[src/rtl/i2c_arb_defs.sv]
// Shared FSM encodings, field widths and parameter defaults for the I2C master arbiter.
package i2c_arb_defs;

    typedef enum logic [1:0] {
        ST_IDLE  = 2'd0,
        ST_ISSUE = 2'd1,
        ST_WAIT  = 2'd2,
        ST_RESP  = 2'd3
    } state_t;

    localparam int unsigned DEF_CMD_HOLD       = 2;
    localparam int unsigned DEF_WR_CYCLES      = 48;
    localparam int unsigned DEF_TIMEOUT_CYCLES = 200;

    localparam int unsigned ADDR_W = 7;
    localparam int unsigned DATA_W = 8;
    localparam int unsigned CNT_W  = 8;

    // Command captured from the winning requester at arbitration time.
    typedef struct packed {
        logic              read;
        logic [ADDR_W-1:0] addr;
        logic [DATA_W-1:0] wdata;
    } cmd_t;

endpackage

[src/rtl/i2c_rr_pick.sv]
// Combinational round-robin picker: searches upward from last_owner+1 with wrap.
module i2c_rr_pick #(
    parameter int unsigned N_REQ = 2,
    parameter int unsigned IDX_W = 1
) (
    input  logic [N_REQ-1:0] req,
    input  logic [IDX_W-1:0] last_owner,
    output logic [N_REQ-1:0] winner,
    output logic [IDX_W-1:0] winner_idx
);

    int unsigned      cand;
    logic [IDX_W-1:0] cand_idx;
    logic             found;

    always_comb begin
        winner     = '0;
        winner_idx = '0;
        found      = 1'b0;
        cand       = 0;
        cand_idx   = '0;
        for (int unsigned k = 1; k <= N_REQ; k++) begin
            cand = 32'(last_owner) + k;
            if (cand >= N_REQ) begin
                cand = cand - N_REQ;
            end
            cand_idx = IDX_W'(cand);
            if (!found && req[cand_idx]) begin
                found            = 1'b1;
                winner[cand_idx] = 1'b1;
                winner_idx       = cand_idx;
            end
        end
    end

endmodule

[src/rtl/i2c_master_arbiter.sv]
// Shares one i2c_master between N_REQ requesters, one transaction at a time,
// with round-robin arbitration, write-completion timing and a watchdog.
module i2c_master_arbiter
    import i2c_arb_defs::*;
#(
    parameter int unsigned N_REQ          = 2,
    parameter int unsigned CMD_HOLD       = DEF_CMD_HOLD,
    parameter int unsigned WR_CYCLES      = DEF_WR_CYCLES,
    parameter int unsigned TIMEOUT_CYCLES = DEF_TIMEOUT_CYCLES
) (
    input  logic                    clk,
    input  logic                    rst,
    input  logic [N_REQ-1:0]        req,
    input  logic [N_REQ-1:0]        req_read,
    input  logic [ADDR_W*N_REQ-1:0] req_addr,
    input  logic [DATA_W*N_REQ-1:0] req_wdata,
    output logic [N_REQ-1:0]        gnt,
    output logic [N_REQ-1:0]        rsp_valid,
    output logic [DATA_W-1:0]       rsp_rdata,
    output logic                    rsp_error,
    output logic                    rsp_timeout,
    output logic [ADDR_W-1:0]       m_slave_address,
    output logic                    m_read,
    output logic [DATA_W-1:0]       m_data_send,
    output logic                    m_data_send_enable,
    input  logic [DATA_W-1:0]       m_data_receive,
    input  logic                    m_data_receive_enable,
    input  logic                    m_error
);

    localparam int unsigned      IDX_W      = $clog2(N_REQ);
    localparam logic [CNT_W-1:0] ISSUE_LAST = CNT_W'(CMD_HOLD - 1);
    localparam logic [CNT_W-1:0] WR_LAST    = CNT_W'(WR_CYCLES - 1);
    localparam logic [CNT_W-1:0] TO_LAST    = CNT_W'(TIMEOUT_CYCLES - 1);

    state_t            state, state_nx;
    logic [CNT_W-1:0]  cnt, cnt_nx;
    cmd_t              cmd, cmd_nx, win_cmd_c;
    logic [IDX_W-1:0]  owner, last_owner;
    logic              err_lat;
    logic [N_REQ-1:0]  win_oh_c;
    logic [IDX_W-1:0]  win_idx_c;
    logic              done_c, res_err_c, res_to_c;
    logic [DATA_W-1:0] res_rdata_c;
    logic              arb_c, issue_nx_c;

    i2c_rr_pick #(
        .N_REQ (N_REQ),
        .IDX_W (IDX_W)
    ) u_pick (
        .req        (req),
        .last_owner (last_owner),
        .winner     (win_oh_c),
        .winner_idx (win_idx_c)
    );

    // Mux out the winner's command fields.
    always_comb begin
        win_cmd_c = '0;
        for (int i = 0; i < int'(N_REQ); i++) begin
            if (win_oh_c[i]) begin
                win_cmd_c.read  = req_read[i];
                win_cmd_c.addr  = req_addr[ADDR_W*i +: ADDR_W];
                win_cmd_c.wdata = req_wdata[DATA_W*i +: DATA_W];
            end
        end
    end

    always_comb begin
        state_nx    = state;
        cnt_nx      = cnt;
        cmd_nx      = cmd;
        done_c      = 1'b0;
        res_err_c   = 1'b0;
        res_to_c    = 1'b0;
        res_rdata_c = '0;
        case (state)
            ST_IDLE: begin
                if (|req) begin
                    state_nx = ST_ISSUE;
                    cnt_nx   = '0;
                    cmd_nx   = win_cmd_c;
                end
            end
            ST_ISSUE: begin
                if (cnt == ISSUE_LAST) begin
                    state_nx = ST_WAIT;
                    cnt_nx   = '0;
                end else begin
                    cnt_nx = cnt + CNT_W'(1);
                end
            end
            ST_WAIT: begin
                cnt_nx = cnt + CNT_W'(1);
                // Completion sources in priority order.
                if (m_error || err_lat) begin
                    done_c    = 1'b1;
                    res_err_c = 1'b1;
                end else if (cmd.read && m_data_receive_enable) begin
                    done_c      = 1'b1;
                    res_rdata_c = m_data_receive;
                end else if (!cmd.read && cnt == WR_LAST) begin
                    done_c = 1'b1;
                end else if (cnt == TO_LAST) begin
                    done_c   = 1'b1;
                    res_to_c = 1'b1;
                end
                if (done_c) begin
                    state_nx = ST_RESP;
                    cnt_nx   = '0;
                end
            end
            ST_RESP: state_nx = ST_IDLE;
            default: state_nx = ST_IDLE;
        endcase
    end

    assign arb_c      = (state == ST_IDLE) && (|req);
    assign issue_nx_c = (state_nx == ST_ISSUE);

    // State, captured command and registered outputs (driven from next-state).
    always_ff @(posedge clk or negedge rst) begin
        if (!rst) begin
            state              <= ST_IDLE;
            cnt                <= '0;
            cmd                <= '0;
            owner              <= '0;
            last_owner         <= IDX_W'(N_REQ - 1);
            err_lat            <= 1'b0;
            gnt                <= '0;
            rsp_valid          <= '0;
            rsp_rdata          <= '0;
            rsp_error          <= 1'b0;
            rsp_timeout        <= 1'b0;
            m_slave_address    <= '0;
            m_read             <= 1'b0;
            m_data_send        <= '0;
            m_data_send_enable <= 1'b0;
        end else begin
            state <= state_nx;
            cnt   <= cnt_nx;
            cmd   <= cmd_nx;
            if (state == ST_IDLE) begin
                err_lat <= 1'b0;
            end else if (state == ST_ISSUE && m_error) begin
                err_lat <= 1'b1;
            end
            if (arb_c) begin
                owner <= win_idx_c;
            end
            if (state == ST_RESP) begin
                last_owner <= owner;
            end
            gnt                <= arb_c ? win_oh_c : '0;
            rsp_valid          <= done_c ? (N_REQ'(1) << owner) : '0;
            rsp_rdata          <= res_rdata_c;
            rsp_error          <= res_err_c;
            rsp_timeout        <= res_to_c;
            m_slave_address    <= issue_nx_c ? cmd_nx.addr : '0;
            m_read             <= issue_nx_c & cmd_nx.read;
            m_data_send        <= (issue_nx_c && !cmd_nx.read) ? cmd_nx.wdata : '0;
            m_data_send_enable <= issue_nx_c & ~cmd_nx.read;
        end
    end

endmodule
[config.mk]
export PLATFORM = sky130hd
export DESIGN_NAME = i2c_master_arbiter
export DESIGN_NICKNAME = d
export VERILOG_FILES = /design/src/rtl/i2c_arb_defs.sv /design/src/rtl/i2c_rr_pick.sv /design/src/rtl/i2c_master_arbiter.sv
export SDC_FILE = /design/constraint.sdc
export NUM_CORES = 1
export LEC_CHECK = 0
export CORE_AREA = 3 3 83 85
export CTS_BUF_LIST = sky130_fd_sc_hd__clkbuf_16
export CTS_CLUSTER_DIAMETER = 50
export CTS_CLUSTER_SIZE = 30
export DETAILED_ROUTE_END_ITERATION = 10
export DIE_AREA = 0 0 86 88
export MAX_ROUTING_LAYER = met4
export PLACE_DENSITY = 0.78
export SETUP_SLACK_MARGIN = 0.02
export SYNTH_ARGS = -nofsm -noshare
export SYNTH_HDL_FRONTEND = slang
export SYNTH_SLANG_ARGS = --single-unit
[constraint.sdc]
create_clock -name clk -period 2.01 [get_ports clk]
set_clock_uncertainty 0.2 [all_clocks]
set_input_delay 0.402 -clock clk [delete_from_list [all_inputs] [get_ports clk]]
set_output_delay 0.402 -clock clk [all_outputs]
set_load 0.02 [all_outputs]
==> results by group <==
Die
  • Die X-Extent: 86 um
  • Total Die Area: 7570 um^2
  • Initial Utilization: 40.8%
  • IO Pins: 77
  • Core area: 6280 um^2
  • Die height: 88 um
  • # rows: 29

Synthesis
  • Seq/Total Area, Yosys: 58.7%
  • Post-synth EDFFs: 0
  • Mapped Area: 2560 um^2
  • Top post-synthesis cells by count: dfrtp_1, nand2_1, inv_1, and2_1, nor2_1
  • Top cells by area, synth: dfrtp_1, nand2_1, ha_1, a222oi_1, a21oi_2
  • Synth cell types: 44
  • Syn_nets: 278
  • Most instantiated library cell after synthesis: dfrtp_1
  • Post-Syn Instances: 225
  • Share of the synthesized area in the top cell type: 57.7%
  • Most used DFF post-synth: dfrtp_1
  • Warnings, synthesis: 0
  • Asr flop ratio synth: 100%
  • Syn_area_per_cell: 11.4 um^2
  • Number of synthesized register bits: 60
  • Area leader, netlist: dfrtp_1

Timing
  • Minimum clock period: 2.21 ns
  • Final setup viols: 25
  • Final WS setup: -0.202 ns
  • Fin. Hold Viols: 0
  • Tightest Pin Transition: 0.471 ns
  • Final Max Tran Viols: 0
  • Fmax: 452 MHz
  • RSZ-0062 raised after global routing: true
  • Final worst-path cycle share: 110%
  • Slew margin rel.: 68.6%

Clock tree
  • # clock sinks: 60
  • CTS Buf Count: 9
  • Root Driver: clkbuf_16
  • CTS tree: built
  • Clock transition at path regs: 0.05 ns
  • Clock latency on the worst-skew pair: 0.32 ns
  • Worst-case clock buffer depth: 2
  • CTS H-tree depth: 3

Detailed routing
  • Drt wl/cell: 16.5 um
  • DRT iter0 DRCs: 172
  • Routed vias: 2330
  • Via density: 5.31
  • DRC: 0
  • DR pass1 iterations: 4
  • DRT antenna net count: 0
  • Final WL: 7230 um

Worst setup path
  • Worst Setup SP: cnt[1]
  • Worst Path Required: 2.01 ns
  • CP Capture Type: flip-flop
  • Critical R2R Capture: cnt[5]
  • R2r setup slk: -0.20 ns
  • CP Max Fanout: 6
  • Crit path launch type: flip-flop
  • Worst Reg-to-Reg Cells: 8
  • R2R Path Start: cnt[1]
  • Worst EP arrival: 2.21 ns
  • Crit path kind: reg2reg

Power and ir drop
  • Power per cell area: 1470 nW/um^2
  • VDD IR-drop max: 753 uV
  • Int Pwr: 4.00 mW
  • Clk pwr share: 20.9%
  • Sw Pwr: 2.32 mW
  • Switching share of total power: 36.7%
  • LEAKAGE: 1.98 nW
  • Power share of the combinational group: 52.2%
  • Flop pwr share: 26.9%

Min path
  • Hold path depth: 1
  • Hold Path End: rsp_valid[0]
  • Hold Startpoint: owner
  • Hold Path Class: reg2reg

Placement
  • Detailed placement HPWL: 4820 um
  • Placer congestion estimate: 0.920
  • Worst slack, placed: -0.286 ns
  • PortBufs: 76
  • Placed instance count: 411

Cells and area
  • Layout area overhead: 68.1%
  • Fraction of layout cells with a size suffix above 1: 30.7%
  • Antenna fix cells: 0
  • Filler instances: 426
  • Finished Layout Cells: 439
  • Nets: 410

GRT
  • Grt ovf: 0
  • Vias in the first global route: 2411
  • Total GRT Usage: 20.4%
  • Largest net degree at the start of global routing: 61
  • Antenna violations before repair: 0
  • First-pass GRT wire length: 11600 um

Outcome
  • Failing checks: setup timing
  • Outcome: complete, but fails checks

Run
  • Maxcap violations: 0
routing by layer:
metal  GRT usage (%)  wire, um
met5               -         0
met4            4.89        81
met3            4.89       381
met2            36.2      3840
met1            23.2      2930
repair_timing:
action / CTS / global route
pin swaps: 11 / 7
hold buffers: 1 / 0
gates cloned: 1 / 0
hold endpoints to repair: 59 / 0
setup buffers: 6 / 4
endpoints found under the setup margin: 40 / 41
gates resized for setup: 26 / 14
metrics by stage:
step	power, mW	cell area, um^2	hold slack [ns]	setup TNS [ns]	util (%)
after detailed placement	4.35	3720	0.237	-6.92	59.3
final	6.32	4300	0.275	-2.87	68.5
after global routing	6.70	4300	0.321	-4.71	68.5
after floorplan	3.29	2580	-0.0936	-1.31	-
after CTS	6.16	4200	0.277	-3.18	67.0
after global placement	4.25	3720	0.228	-5.12	59.3
how the worst max path moves through the flow:
stage	depth (start not counted)	to
after global routing	8	cnt[5]
after detailed placement	7	m_data_send[4]
after CTS	8	cnt[5]
final	8	cnt[5]
after global placement	6	m_data_send[0]
after floorplan	7	m_data_send[6]
critical path, cell delays in order (launching register included):
cell      delay, ns
dfrtp_1        0.40
inv_1          0.07
ha_2           0.14
or4b_4         0.46
o21a_4         0.23
a41o_4         0.28
buf_6          0.13
nand4b_1       0.11
nand3_1        0.08
cell families (layout without fill, tap and decap cells):
kind of cell	Yosys count	count (layout)	share of synthesized area [%]
simple gates	82	82	17.2
buf+inv	20	157	3.91
compound gates	56	56	16.8
fa+ha+maj	7	7	3.42
flops	60	60	58.7
flip-flops by register name, indices dropped and copies added, names as in the netlist, 2 cells and up:
name and cells:
rsp_rdata 8, rsp_valid 2, m_data_send 8, state 2
m_slave_address 7, cnt 8, cmd 16, gnt 2
final cells by class:
type / instances / area, um^2 / area share (%)
timing repair buffer: 128 / 1240 / 28.8
sequential: 60 / 1500 / 34.9
tap: 77 / 96.3 / 2.24
clock inverter: 7 / 35.0 / 0.814
inverter: 13 / 48.8 / 1.13
multi-input combinational: 145 / 1160 / 26.9
clock buffer: 9 / 225 / 5.24
power groups by stage:
stage	Combinational [mW]	Sequential, mW	Clock (mW)
5_1_grt	3.56	1.73	1.41
3_5_place_dp	2.64	1.71	0
4_1_cts	3.12	1.70	1.35
6_report	3.30	1.70	1.32
3_3_place_gp	2.55	1.70	0
2_1_floorplan	1.44	1.85	0
cells in the final DEF (no fill, tap or decap), types with 9 or more instances in the layout:
cell | netlist | layout
a21oi_2 | 8 | 11
dfrtp_1 | 59 | 59
and2_1 | 11 | 11
inv_1 | 13 | 14
clkdlybuf4s50_1 | 0 | 75
buf_4 | 0 | 41
nand2_1 | 27 | 27
nor2_1 | 11 | 11
clkbuf_16 | 0 | 9
(Power assumes the default switching activity.)
